<file path="src/rtl/serial_subtractor.sv">
`default_nettype none
// ============================================================================
// Module   : serial_subtractor
// Purpose  : Bit-serial unsigned subtractor. Computes diff = a - b mod
//            2^WIDTH, one bit per clock, LSB first, using full-subtractor
//            logic and a single borrow flop. A three-state FSM
//            (IDLE -> RUN -> DONE -> IDLE) sequences each operation.
//
// Ports    : clk    in   1      clock, all state changes on rising edge
//            rst    in   1      synchronous active-high reset
//            start  in   1      begin an operation (sampled only in IDLE)
//            a      in   WIDTH  minuend, captured on accepted start
//            b      in   WIDTH  subtrahend, captured on accepted start
//            busy   out  1      high in RUN and DONE
//            done   out  1      one-cycle pulse, diff/borrow valid
//            diff   out  WIDTH  a - b mod 2^WIDTH
//            borrow out  1      final borrow, 1 iff a < b (unsigned)
//
// Timing   : start sampled at edge k -> done high in the cycle after edge
//            k+WIDTH. Back-to-back operations repeat every WIDTH+2 cycles.
//
// Revision : 1.0  initial release
// ============================================================================
module serial_subtractor #(
    parameter int WIDTH = 8
) (
    input  logic             clk,
    input  logic             rst,
    input  logic             start,
    input  logic [WIDTH-1:0] a,
    input  logic [WIDTH-1:0] b,
    output logic             busy,
    output logic             done,
    output logic [WIDTH-1:0] diff,
    output logic             borrow
);

    // ------------------------------------------------------------------------
    // Constants
    // ------------------------------------------------------------------------
    localparam int c_cnt_w = $clog2(WIDTH);

    localparam logic [c_cnt_w-1:0] c_last_bit = c_cnt_w'(WIDTH - 1);

    localparam logic [1:0] c_st_idle = 2'd0;
    localparam logic [1:0] c_st_run  = 2'd1;
    localparam logic [1:0] c_st_done = 2'd2;

    // ------------------------------------------------------------------------
    // State
    // ------------------------------------------------------------------------
    logic [1:0]         r_state;
    logic [WIDTH-1:0]   r_a;        // minuend shift register, bit 0 is current
    logic [WIDTH-1:0]   r_b;        // subtrahend shift register
    // Only WIDTH-1 result bits are ever held here: the final bit is produced
    // combinationally on the completing edge and concatenated on top.
    logic [WIDTH-2:0]   r_res;
    logic               r_br;       // running borrow between bit positions
    logic [c_cnt_w-1:0] r_cnt;      // index of the bit processed this cycle
    logic [WIDTH-1:0]   r_diff;
    logic               r_borrow;

    // ------------------------------------------------------------------------
    // Full-subtractor slice on the current LSBs
    // ------------------------------------------------------------------------
    logic             w_a0;
    logic             w_b0;
    logic             w_d;
    logic             w_br_next;
    logic [WIDTH-2:0] w_res_shift;
    logic [WIDTH-1:0] w_res_full;
    logic             w_last;

    assign w_a0      = r_a[0];
    assign w_b0      = r_b[0];
    assign w_d       = w_a0 ^ w_b0 ^ r_br;
    assign w_br_next = (~w_a0 & w_b0) | (~(w_a0 ^ w_b0) & r_br);
    assign w_last    = (r_cnt == c_last_bit);

    // New difference bit enters at the MSB; the register shifts right.
    generate
        if (WIDTH > 2) begin : g_res_wide
            assign w_res_shift = {w_d, r_res[WIDTH-2:1]};
        end else begin : g_res_narrow
            assign w_res_shift = w_d;
        end
    endgenerate

    // On the last bit, r_res already holds bits [WIDTH-2:0] in place.
    assign w_res_full = {w_d, r_res};

    // ------------------------------------------------------------------------
    // FSM and datapath
    // ------------------------------------------------------------------------
    always_ff @(posedge clk) begin
        if (rst) begin
            r_state  <= c_st_idle;
            r_a      <= '0;
            r_b      <= '0;
            r_res    <= '0;
            r_br     <= 1'b0;
            r_cnt    <= '0;
            r_diff   <= '0;
            r_borrow <= 1'b0;
        end else begin
            case (r_state)
                c_st_idle: begin
                    if (start) begin
                        r_a     <= a;
                        r_b     <= b;
                        r_res   <= '0;
                        r_br    <= 1'b0;
                        r_cnt   <= '0;
                        r_state <= c_st_run;
                    end
                end

                c_st_run: begin
                    r_a   <= r_a >> 1;
                    r_b   <= r_b >> 1;
                    r_br  <= w_br_next;
                    r_res <= w_res_shift;
                    r_cnt <= r_cnt + 1'b1;
                    // Outputs are updated only here so they never expose a
                    // partially computed result.
                    if (w_last) begin
                        r_diff   <= w_res_full;
                        r_borrow <= w_br_next;
                        r_state  <= c_st_done;
                    end
                end

                c_st_done: begin
                    r_state <= c_st_idle;
                end

                default: begin
                    r_state <= c_st_idle;
                end
            endcase
        end
    end

    // ------------------------------------------------------------------------
    // Outputs
    // ------------------------------------------------------------------------
    assign busy   = (r_state == c_st_run) || (r_state == c_st_done);
    assign done   = (r_state == c_st_done);
    assign diff   = r_diff;
    assign borrow = r_borrow;

endmodule
`default_nettype wire

</file>
<file path="config.mk">
export PLATFORM = sky130hd
export DESIGN_NAME = serial_subtractor
export DESIGN_NICKNAME = d
export VERILOG_FILES = /design/src/rtl/serial_subtractor.sv
export SDC_FILE = /design/constraint.sdc
export NUM_CORES = 1
export LEC_CHECK = 0
export CORE_MARGIN = 2
export CORE_UTILIZATION = 50
export DETAILED_ROUTE_END_ITERATION = 12
export PLACE_DENSITY = 0.76
export RECOVER_POWER = 25
export SLEW_MARGIN = 5
export SYNTH_ARGS = -nofsm -noshare
export SYNTH_HDL_FRONTEND = slang
export SYNTH_SLANG_ARGS = --single-unit
</file>
<file path="constraint.sdc">
create_clock -name clk -period 1.7 [get_ports clk]
set_input_delay 0.425 -clock clk [delete_from_list [all_inputs] [get_ports clk]]
set_output_delay 0.425 -clock clk [all_outputs]
set_load 0.02 [all_outputs]
</file>
==> flow_summary.yaml <==
routing:
  wl_per_cell_um: 13.69
  post_drt_via_cell_ratio: 5.478
  ant_nets: 0
  detail_route.first_pass.iterations: 4
  vias: 1386
  drt_total_wl_um: 3463
  drt_iter0_markers: 76
  drc: 0
pwr:
  share_clk_of_total_power: 0.267
  seq_power_share: 0.532
  net_switching_fraction_of_the_power: 0.2844
  p_int_mw: 1.313
  comb_power_share: 0.202
  p_total_mw: 1.835
  ir_drop_mv: 0.4602
  power.leakage_nw: 0.7899
  power.net_switching_mw: 0.5218
  p_per_area_nw_per_um2: 864.1
timing:
  finalCriticalPeriod_ns: 1.580
  fin_skew_ns: 0.01512
  hold_slack_ns: 0.4581
  hold_viol: 0
  clock.fmax_ghz: 0.6328
  setup_tns_ns: 0
  tightestPinTransition_ns: 0.3967
  finalSetupViolCount: 0
  slew_headroom: 0.7356
  finalCritPeriodShare: 0.9296
  final-max-slew-violation-count: 0
  rsz_0062_raised_after_global_routing: "no"
floorplan:
  design.core.area_um2: 3363
  die_height_um: 63.55
  floorplan.initialDensity: 0.5272
  floorplan.rows: 21
  die_x_um: 63.55
  fp.dieArea_um2: 4038
  floorplan.io_pins: 30
global_route:
  pin_count_of_the_biggest_net_entering_global_routing: 39
  initial_antenna_violation_count: 0
  first_global_vias: 1358
  grt-ovfl-total: 0
  use_met1: 0.2253
  global_route.usage.total: 0.1833
  most_crowded_layer_gr: "met2"
  met2_usage: 0.3118
  grt_first_pass_wirelength_um: 5899
  met3_use_gr: 0.05000
yosys:
  synth.avg_cell_area_um2: 10.02
  synthDistinctLibCells: 26
  synth_largest_type_area_fraction: 0.4291
  synth_most_common_cell: "sky130_fd_sc_hd__dfxtp_1"
  cell_taking_the_most_area_after_synthesis: "sky130_fd_sc_hd__dfxtp_1"
  syn_area_um2: 1773
  postSynthRegisterBits: 38
  async_flop_share: 0
  netlist_instances: 177
  synth_enable_flop_cells: 0
  sequential_fraction_of_the_synthesis_area: 0.4291
  ys_dominant_reg_cell: "sky130_fd_sc_hd__dfxtp_1"
  synth-warning-count: 0
  synthTopCellsByArea: "sky130_fd_sc_hd__dfxtp_1 (43%), sky130_fd_sc_hd__a211oi_2 (9.9%), sky130_fd_sc_hd__mux2i_1 (8.5%)"
  synthTopCellsByCount: "sky130_fd_sc_hd__dfxtp_1 (38), sky130_fd_sc_hd__nand2_1 (23), sky130_fd_sc_hd__mux2i_1 (15)"
  syn-num-nets: 202
clocking:
  ctsHtreeMaxLevel: 2
  root_buffer: "sky130_fd_sc_hd__clkbuf_4"
  tritoncts: "done"
  cts_resized: 13
  clock_sinks: 38
  cts_setup_buffers: 0
  numCtsBuffers: 5
  ctsLongestPathBuffers: 2
  cts_hold_buf: 0
  clkTransAtPathRegs_ns: 0.12
  clock_latency_ns: 0.33
hold_path:
  min-delay-path-class: "reg -> reg"
  hold_end: "diff[6]"
  hold_start: "diff[6]"
  hold_depth: 2
critical_path:
  timing.setup.critical_path_class: "reg -> out"
  startpoint_type: "flip-flop"
  regToRegEndpoint: "r_a[6]"
  timing.rr.start: "r_state[1]"
  reg2reg_slack_ns: 0.16
  critical_path_required_ns: 1.27
  critical_path.max_fanout: 2
  r2r_cells: 5
  cp_data_arrival_time_ns: 1.16
  critical_path.endpoint_type: "primary output"
placed_design:
  dp_hpwl_um: 2366
  portBuffers: 29
  gp_congestion: 0.7295
run_status:
  status: "complete, no violations"
final_layout:
  antennaDiodeCount: 0
  area_delta_synth_final_pct: 19.76
  drive_above_1_share: 0.2271
  finish.net_count: 231
run:
  drv_cap: 0
[cell type report]
cell class | instances | area (µm²)
Sequential cell | 38 | 760.7
Fill cell | 298 | 1240
Inverter | 5 | 18.77
Timing Repair Buffer | 36 | 325.3
Clock buffer | 6 | 51.30
Multi-Input combinational cell | 120 | 897.1
Clock inverter | 2 | 12.51
Tap cell | 46 | 57.56
[per-stage QoR]
stage          cells  cell area, µm²    util  worst slack (ns)
2_1_floorplan    177            1773       -            0.2924
3_3_place_gp     245            2076  0.6172           -0.1054
3_5_place_dp     245            2076  0.6172           -0.1700
4_1_cts          253            2131  0.6336          0.001205
5_1_grt          253            2123  0.6313           0.05500
6_report         253            2123  0.6313            0.1197
[cells in the final DEF (no fill, tap or decap), types with 2 or more instances in the layout]
cell,synthesis,layout
sky130_fd_sc_hd__mux2i_1,15,15
sky130_fd_sc_hd__nor2_2,14,14
sky130_fd_sc_hd__clkbuf_1,4,2
sky130_fd_sc_hd__nand2_1,23,23
sky130_fd_sc_hd__a211oi_1,2,2
sky130_fd_sc_hd__buf_4,0,5
sky130_fd_sc_hd__a21oi_1,14,14
sky130_fd_sc_hd__nor2_1,10,10
sky130_fd_sc_hd__dlygate4sd2_1,0,8
sky130_fd_sc_hd__ha_1,5,4
sky130_fd_sc_hd__nand2b_1,2,2
sky130_fd_sc_hd__inv_1,5,5
sky130_fd_sc_hd__dfxtp_1,38,38
sky130_fd_sc_hd__clkbuf_4,1,5
sky130_fd_sc_hd__a32oi_1,9,9
sky130_fd_sc_hd__clkdlybuf4s50_1,0,17
sky130_fd_sc_hd__a211oi_2,14,14
sky130_fd_sc_hd__nand3b_1,4,4
[flip-flops by register name (all words and copies together) (netlist names)]
signal,count
borrow,1
diff,8
r_a,8
r_b,8
r_br,1
r_cnt,3
r_res,7
r_state,2
[worst max-delay path: stages (launching register included)]
cell and delay, ns:
sky130_fd_sc_hd__dfxtp_1 0.34, sky130_fd_sc_hd__inv_1 0.06, sky130_fd_sc_hd__ha_1 0.28, sky130_fd_sc_hd__buf_2 0.16
[power groups by stage]
stage / clock network, mW / logic [mW] / registers, mW
after CTS: 0.503 / 0.370 / 0.975
after floorplan: 0 / 0.298 / 0.988
final: 0.490 / 0.370 / 0.975
after detailed placement: 0 / 0.368 / 0.995
after global routing: 0.555 / 0.401 / 0.980
after global placement: 0 / 0.352 / 0.992
[cells by family after synthesis]
| kind of cell | after synthesis | synth area share |
|---|---|---|
| adder cells (fa/ha/maj) | 6 | 0.04658 |
| AND/OR/NAND/NOR | 56 | 0.1531 |
| flip-flops | 38 | 0.4291 |
| buffers and inverters | 19 | 0.07269 |
| multiplexers | 17 | 0.09950 |
| AO/OA/AOI/OAI | 41 | 0.1990 |
[worst max-delay path by stage]
| stage | startpoint | end | slack (ns) | cells past startpoint |
|---|---|---|---|---|
| 2_1_floorplan | r_state[1] | r_a[0] | 0.29 | 7 |
| 3_3_place_gp | start | r_a[7] | -0.11 | 4 |
| 3_5_place_dp | start | r_a[3] | -0.17 | 4 |
| 4_1_cts | r_state[0] | busy | 0.001 | 3 |
| 5_1_grt | r_state[0] | r_cnt[2] | 0.06 | 6 |
| 6_report | r_state[0] | busy | 0.12 | 3 |
[metal layers]
layer  wire length [µm]  up-vias  part of all wire
li1                   -      677                 -
met1               1567      661              0.45
met2               1673       43              0.48
met3                180        5             0.052
met4                 42        0             0.012
met5                  0        -                 0
(Power assumes the default switching activity.)
